===== config.mk =====
export PLATFORM = sky130hd
export DESIGN_NAME = axil_reg_slave
export DESIGN_NICKNAME = d
export VERILOG_FILES = /design/src/rtl/axil_reg_slave.sv
export SDC_FILE = /design/constraint.sdc
export NUM_CORES = 1
export LEC_CHECK = 0
export ABC_AREA = 1
export BUFFER_PORTS_ARGS = -buffer_cell sky130_fd_sc_hd__buf_2
export CORE_AREA = 3 3 468 470
export DETAILED_ROUTE_END_ITERATION = 7
export DIE_AREA = 0 0 471 473
export SLEW_MARGIN = 10
export SYNTH_ARGS = -nofsm -noshare
export SYNTH_HDL_FRONTEND = slang
export SYNTH_SLANG_ARGS = --single-unit
export TNS_END_PERCENT = 10

===== constraint.sdc =====
create_clock -name clk -period 3.1 [get_ports clk]
set_input_delay 0.31 -clock clk [delete_from_list [all_inputs] [get_ports clk]]
set_output_delay 0.31 -clock clk [all_outputs]
set_load 0.01 [all_outputs]

===== src/rtl/axil_reg_slave.sv =====
// axil_reg_slave
// AXI-Lite responder for the NPU host control port. Implements NUM_REGS
// word-aligned 32-bit registers; each is either read/write control (driving
// reg_out) or read-only status (returning status_in), selected by RO_MASK.
//
// Ports:
//   clk, rst_n                    clock, synchronous active-low reset
//   s_aw*/s_w*/s_b*               AXI-Lite write address / data / response
//   s_ar*/s_r*                    AXI-Lite read address / data
//   reg_out   [NUM_REGS*32]       R/W register contents, reg i at [32i+31:32i]
//   status_in [NUM_REGS*32]       status values returned for RO registers
//   wr_pulse  [NUM_REGS]          one-cycle strobe on committed write to reg i
//   rd_pulse  [NUM_REGS]          one-cycle strobe on accepted read of reg i
module axil_reg_slave #(
    parameter int unsigned           NUM_REGS = 16,
    parameter logic [NUM_REGS-1:0]   RO_MASK  = '0
) (
    input  logic                     clk,
    input  logic                     rst_n,
    input  logic [31:0]              s_awaddr,
    input  logic                     s_awvalid,
    output logic                     s_awready,
    input  logic [31:0]              s_wdata,
    input  logic [3:0]               s_wstrb,
    input  logic                     s_wvalid,
    output logic                     s_wready,
    output logic [1:0]               s_bresp,
    output logic                     s_bvalid,
    input  logic                     s_bready,
    input  logic [31:0]              s_araddr,
    input  logic                     s_arvalid,
    output logic                     s_arready,
    output logic [31:0]              s_rdata,
    output logic [1:0]               s_rresp,
    output logic                     s_rvalid,
    input  logic                     s_rready,
    output logic [NUM_REGS*32-1:0]   reg_out,
    input  logic [NUM_REGS*32-1:0]   status_in,
    output logic [NUM_REGS-1:0]      wr_pulse,
    output logic [NUM_REGS-1:0]      rd_pulse
);

    localparam int unsigned IDX_W = $clog2(NUM_REGS);

    typedef enum logic [1:0] {
        RESP_OKAY   = 2'b00,
        RESP_SLVERR = 2'b10,
        RESP_DECERR = 2'b11
    } resp_e;

    // Cleared by reset so that every ready is low while reset is applied.
    logic              active;

    logic              aw_held;
    logic              w_held;
    logic [31:0]       aw_addr_q;
    logic [31:0]       w_data_q;
    logic [3:0]        w_strb_q;

    logic [31:0]       regs       [NUM_REGS];
    logic [31:0]       status_arr [NUM_REGS];

    logic [IDX_W-1:0]  wr_idx;
    logic              wr_mapped;
    logic [IDX_W-1:0]  rd_idx;
    logic              rd_mapped;

    logic              unused_addr_bits;

    assign s_awready = active && !aw_held && !s_bvalid;
    assign s_wready  = active && !w_held  && !s_bvalid;
    assign s_arready = active && !s_rvalid;

    // Low address bits are ignored by the decode.
    assign unused_addr_bits = ^{aw_addr_q[1:0], s_araddr[1:0]};

    always_comb begin
        wr_idx    = aw_addr_q[IDX_W+1:2];
        wr_mapped = (aw_addr_q[31:IDX_W+2] == '0);
        rd_idx    = s_araddr[IDX_W+1:2];
        rd_mapped = (s_araddr[31:IDX_W+2] == '0);
    end

    always_comb begin
        reg_out = '0;
        for (int unsigned i = 0; i < NUM_REGS; i++) begin
            reg_out[32*i +: 32] = regs[i];
            status_arr[i]       = status_in[32*i +: 32];
        end
    end

    always_ff @(posedge clk) begin
        if (!rst_n) begin
            active    <= 1'b0;
            aw_held   <= 1'b0;
            w_held    <= 1'b0;
            aw_addr_q <= '0;
            w_data_q  <= '0;
            w_strb_q  <= '0;
            s_bvalid  <= 1'b0;
            s_bresp   <= RESP_OKAY;
            s_rvalid  <= 1'b0;
            s_rdata   <= '0;
            s_rresp   <= RESP_OKAY;
            wr_pulse  <= '0;
            rd_pulse  <= '0;
            for (int unsigned i = 0; i < NUM_REGS; i++) begin
                regs[i] <= '0;
            end
        end else begin
            active   <= 1'b1;
            wr_pulse <= '0;
            rd_pulse <= '0;

            // Capture and commit are mutually exclusive: a capture needs the
            // holding slot empty, a commit needs both slots full.
            if (s_awvalid && s_awready) begin
                aw_held   <= 1'b1;
                aw_addr_q <= s_awaddr;
            end
            if (s_wvalid && s_wready) begin
                w_held   <= 1'b1;
                w_data_q <= s_wdata;
                w_strb_q <= s_wstrb;
            end

            if (aw_held && w_held) begin
                aw_held  <= 1'b0;
                w_held   <= 1'b0;
                s_bvalid <= 1'b1;
                if (!wr_mapped) begin
                    s_bresp <= RESP_DECERR;
                end else if (RO_MASK[wr_idx]) begin
                    s_bresp <= RESP_SLVERR;
                end else begin
                    s_bresp <= RESP_OKAY;
                    wr_pulse[wr_idx] <= 1'b1;
                    for (int unsigned k = 0; k < 4; k++) begin
                        if (w_strb_q[k]) begin
                            regs[wr_idx][8*k +: 8] <= w_data_q[8*k +: 8];
                        end
                    end
                end
            end else if (s_bvalid && s_bready) begin
                s_bvalid <= 1'b0;
            end

            if (s_arvalid && s_arready) begin
                s_rvalid <= 1'b1;
                if (!rd_mapped) begin
                    s_rdata <= '0;
                    s_rresp <= RESP_DECERR;
                end else begin
                    s_rdata  <= RO_MASK[rd_idx] ? status_arr[rd_idx] : regs[rd_idx];
                    s_rresp  <= RESP_OKAY;
                    rd_pulse[rd_idx] <= 1'b1;
                end
            end else if (s_rvalid && s_rready) begin
                s_rvalid <= 1'b0;
            end
        end
    end

endmodule


==> impl_results.html <==
<table>
<tr><th>Metric</th><th>Value</th></tr>
<tr><th colspan="2">STA</th></tr>
<tr><td>Actual transition at the worst max-transition pin</td><td>0.998 ns</td></tr>
<tr><td>Relative slew slack</td><td>33.0%</td></tr>
<tr><td>Unrepaired setup endpoints after global routing</td><td>false</td></tr>
<tr><td>Post-layout min period</td><td>2.77 ns</td></tr>
<tr><td>Final clock period utilization by the worst path</td><td>89.5%</td></tr>
<tr><td>Max Clock Skew</td><td>0.0300 ns</td></tr>
<tr><td>Final hold viol count</td><td>0</td></tr>
<tr><td>Final hold slack</td><td>0.110 ns</td></tr>
<tr><td>Setup-failing EPs final</td><td>0</td></tr>
<tr><td>Final worst-path setup slack</td><td>0.327 ns</td></tr>
<tr><td>Final count of pins violating max slew</td><td>0</td></tr>
<tr><td>Accumulated negative setup slack</td><td>0 ns</td></tr>
<tr><td>Maximum frequency from static timing analysis</td><td>361 MHz</td></tr>
<tr><th colspan="2">Worst setup path</th></tr>
<tr><td>Critical Path Slowest Stage Cell</td><td>sky130_fd_sc_hd__o21ai_1</td></tr>
<tr><td>Worst endpoint required time</td><td>3.52 ns</td></tr>
<tr><td>Critical setup path kind</td><td>reg -&gt; reg</td></tr>
<tr><td>Worst R2R Start</td><td>aw_addr_q[20]</td></tr>
<tr><td>Reg2Reg Depth</td><td>9</td></tr>
<tr><td>Reg2reg end</td><td>regs[14][14]</td></tr>
<tr><td>Buffer and inverter count on the worst path</td><td>3</td></tr>
<tr><td>Critical path cell sequence</td><td>or2_1 &gt; nor2_1 &gt; nand2_1 &gt; nor2_4 &gt; buf_12 &gt; nand4_4 &gt; buf_12 &gt; o21ai_1 &gt; buf_4</td></tr>
<tr><td>Highest fanout seen on the critical path</td><td>15</td></tr>
<tr><td>Type of origin of the critical path</td><td>flop</td></tr>
<tr><td>R2r setup slk</td><td>0.33 ns</td></tr>
<tr><td>Slowest stage delay, CP</td><td>0.40 ns</td></tr>
<tr><td>Arrival time worst endpoint</td><td>3.19 ns</td></tr>
<tr><td>Category of the worst setup path capture point</td><td>flop</td></tr>
<tr><td>Gate family responsible for the most delay along the worst path</td><td>simple AND/OR/NAND/NOR gates</td></tr>
<tr><td>Critical Path Most Common Cell</td><td>sky130_fd_sc_hd__buf_12</td></tr>
<tr><th colspan="2">Job</th></tr>
<tr><td>Max capacitance violation total</td><td>0</td></tr>
<tr><th colspan="2">CTS</th></tr>
<tr><td>Worst-path clk slew</td><td>0.06 ns</td></tr>
<tr><td>Largest buffer count on any clock path</td><td>3</td></tr>
<tr><td>H-tree depth reported by CTS</td><td>3</td></tr>
<tr><td>Post-CTS Setup Repair Bufs</td><td>0</td></tr>
<tr><td>CTS tree</td><td>built</td></tr>
<tr><td>Number of buffers created by CTS</td><td>80</td></tr>
<tr><td>TritonCTS Sinks</td><td>649</td></tr>
<tr><td>Worst-Skew Late Latency</td><td>0.71 ns</td></tr>
<tr><td>Root Buffer Master</td><td>sky130_fd_sc_hd__clkbuf_16</td></tr>
<tr><th colspan="2">Yosys</th></tr>
<tr><td>Seq cells post-synth</td><td>649</td></tr>
<tr><td>Syn Nets</td><td>4065</td></tr>
<tr><td>Combined area of all synthesized cells</td><td>31100 µm²</td></tr>
<tr><td>Yosys warnings</td><td>0</td></tr>
<tr><td>Sequential fraction of the synthesis area</td><td>58.3%</td></tr>
<tr><td>Gate count after technology mapping</td><td>3446</td></tr>
<tr><td>Number of distinct library cells after synthesis</td><td>27</td></tr>
<tr><td>Post-synthesis area per instance</td><td>9.03 µm²</td></tr>
<tr><th colspan="2">Global routing</th></tr>
<tr><td>GR Util All Layers</td><td>14.2%</td></tr>
<tr><td>Global-route wire length before repair</td><td>221000 µm</td></tr>
<tr><td>Initial antenna violation count</td><td>13</td></tr>
<tr><td>Maximum number of pins on one net before global-route repair</td><td>113</td></tr>
<tr><td>Vias in the first global route</td><td>27188</td></tr>
<tr><td>Total global routing overflow</td><td>0</td></tr>
<tr><th colspan="2">Finish</th></tr>
<tr><td>Share of cells above drive strength 1</td><td>30.5%</td></tr>
<tr><td>Number of nets in the layout</td><td>4874</td></tr>
<tr><td>Post-Layout Inst Area</td><td>42300 µm²</td></tr>
<tr><td>Growth of design area from synthesis to finish</td><td>36.1%</td></tr>
<tr><th colspan="2">Die</th></tr>
<tr><td>Placeable core region</td><td>215000 µm²</td></tr>
<tr><td>Area enclosed by the die boundary</td><td>223000 µm²</td></tr>
<tr><td>Initial core utilization</td><td>14.5%</td></tr>
<tr><td>Top Ports</td><td>1204</td></tr>
<tr><td>Number of cell rows</td><td>170</td></tr>
<tr><td>X dimension of the die</td><td>471 µm</td></tr>
<tr><td>Die boundary height</td><td>473 µm</td></tr>
<tr><th colspan="2">Route</th></tr>
<tr><td>Detailed Route Iter0 Violations</td><td>2667</td></tr>
<tr><td>Routed via count</td><td>28081</td></tr>
<tr><td>Wirelength per Cell</td><td>22.9 µm</td></tr>
<tr><td>DRC errors left</td><td>0</td></tr>
<tr><td>Number of search-and-repair iterations in the first detailed-routing pass</td><td>6</td></tr>
<tr><td>Via density per instance</td><td>3.92</td></tr>
<tr><td>Antenna Violating Nets Remaining</td><td>0</td></tr>
<tr><td>Total routed wirelength</td><td>164000 µm</td></tr>
<tr><th colspan="2">Placed design</th></tr>
<tr><td>Placed Instance Area</td><td>39100 µm²</td></tr>
<tr><td>Worst setup slack before clock tree synthesis</td><td>-0.0161 ns</td></tr>
<tr><td>Port buffer count</td><td>687</td></tr>
<tr><td>Global placement routability congestion</td><td>0.920</td></tr>
<tr><td>HPWL Detailed</td><td>126000 µm</td></tr>
<tr><th colspan="2">Power</th></tr>
<tr><td>Total power</td><td>22.0 mW</td></tr>
<tr><td>Leakage</td><td>17.9 nW</td></tr>
<tr><td>Worst vdd rail ir drop</td><td>396 µV</td></tr>
<tr><td>Power Dens Cells</td><td>519 nW/µm²</td></tr>
<tr><th colspan="2">Min path</th></tr>
<tr><td>Min-Delay Path Class</td><td>in -&gt; reg</td></tr>
<tr><td>Worst hold path startpoint</td><td>s_wdata[5]</td></tr>
<tr><td>Min-Delay Path Depth</td><td>4</td></tr>
<tr><td>Worst hold endpoint</td><td>w_data_q[5]</td></tr>
<tr><th colspan="2">Status</th></tr>
<tr><td>Run status</td><td>completed</td></tr>
</table>
[routing by layer]
layer / routed length (µm) / global-route usage, % / vias up / part of all wire (%)
li1: - / - / 12748 / -
met1: 64800 / 16.9 / 13546 / 39
met2: 77400 / 23.6 / 1483 / 47
met3: 11800 / 3.09 / 304 / 7.2
met4: 10400 / 8.13 / 0 / 6.3
met5: 0 / 0 / - / 0
[tightest hold or removal path, stage by stage]
cell and delay, ns:
sky130_fd_sc_hd__buf_2 0.09, sky130_fd_sc_hd__o21ai_0 0.09, sky130_fd_sc_hd__buf_4 0.16, sky130_fd_sc_hd__a21oi_1 0.10
[registers in the layout, summed over array words and instances (netlist names), 4 cells and up]
register,flops
regs,512
s_rdata,32
w_data_q,32
aw_addr_q,30
rd_pulse,16
wr_pulse,16
w_strb_q,4
[stage by stage]
stage	std cells	utilization (%)
finish	7164	19.7
global placement	6947	18.2
floorplan	3446	-
CTS	7157	19.7
global route	7161	19.7
detailed placement	6947	18.2
[Yosys cell counts (all sizes together)]
library cell	n	area share [%]
or2	5	0.10
nor2	629	7.7
a21oi	41	0.66
clkinv	32	0.39
o21ai	130	2.1
nand4	16	0.85
buf	63	1.4
inv	310	3.7
nand3	22	0.35
edfxtp	512	49
dfxtp	137	8.8
nand2	876	11
clkbuf	191	2.3
nor3	482	11
[repair_timing]
action	CTS	global route
hold buffers	64	0
hold endpoints to repair	64	0
resized for setup	1	0
setup endpoints to repair	6	0
[cell usage in the layout (no fill, tap or decap), drive strengths merged, types with 56 or more instances in the layout]
| cell | netlist | layout |
|---|---|---|
| o21ai | 130 | 130 |
| nor3 | 482 | 482 |
| inv | 310 | 321 |
| clkinv | 32 | 56 |
| edfxtp | 512 | 512 |
| nand2 | 876 | 876 |
| dfxtp | 137 | 137 |
| dlygate4sd3 | 0 | 64 |
| clkbuf | 191 | 106 |
| nor2 | 629 | 629 |
| buf | 63 | 917 |
[where the power goes]
part           internal, mW  switching [mW]
Sequential             9.67           0.235
Combinational         0.739            1.90
Clock                  5.33            4.10
Total                  15.7            6.24
[layout make-up]
type	count	area, µm²
fillers	23830	173000
multi-input cells	2201	10700
flip-flops and latches	649	18100
inverters	342	1300
clock buffers	106	2210
repair buffers	981	6080
diodes	7	17.5
clock inverters	40	370
well taps	2838	3550
[worst max path at each step]
stage | from | to | slack, ns | cells past startpoint
after floorplan | aw_addr_q[20] | regs[1][0] | 0.76 | 7
after CTS | aw_addr_q[20] | regs[14][14] | 0.22 | 9
after detailed placement | aw_addr_q[20] | regs[14][9] | -0.02 | 9
after global routing | aw_held | regs[14][14] | 0.17 | 11
final | aw_addr_q[20] | regs[14][14] | 0.33 | 9
after global placement | aw_addr_q[20] | regs[14][10] | -0.02 | 9
[cell families after synthesis]
| kind of cell | count (synthesis) | synth area share, % |
|---|---|---|
| simple gates | 2030 | 31.1 |
| flops | 649 | 58.3 |
| buf+inv | 596 | 7.86 |
| compound gates | 171 | 2.75 |
No activity file was read; power rests on OpenSTA's default activity.
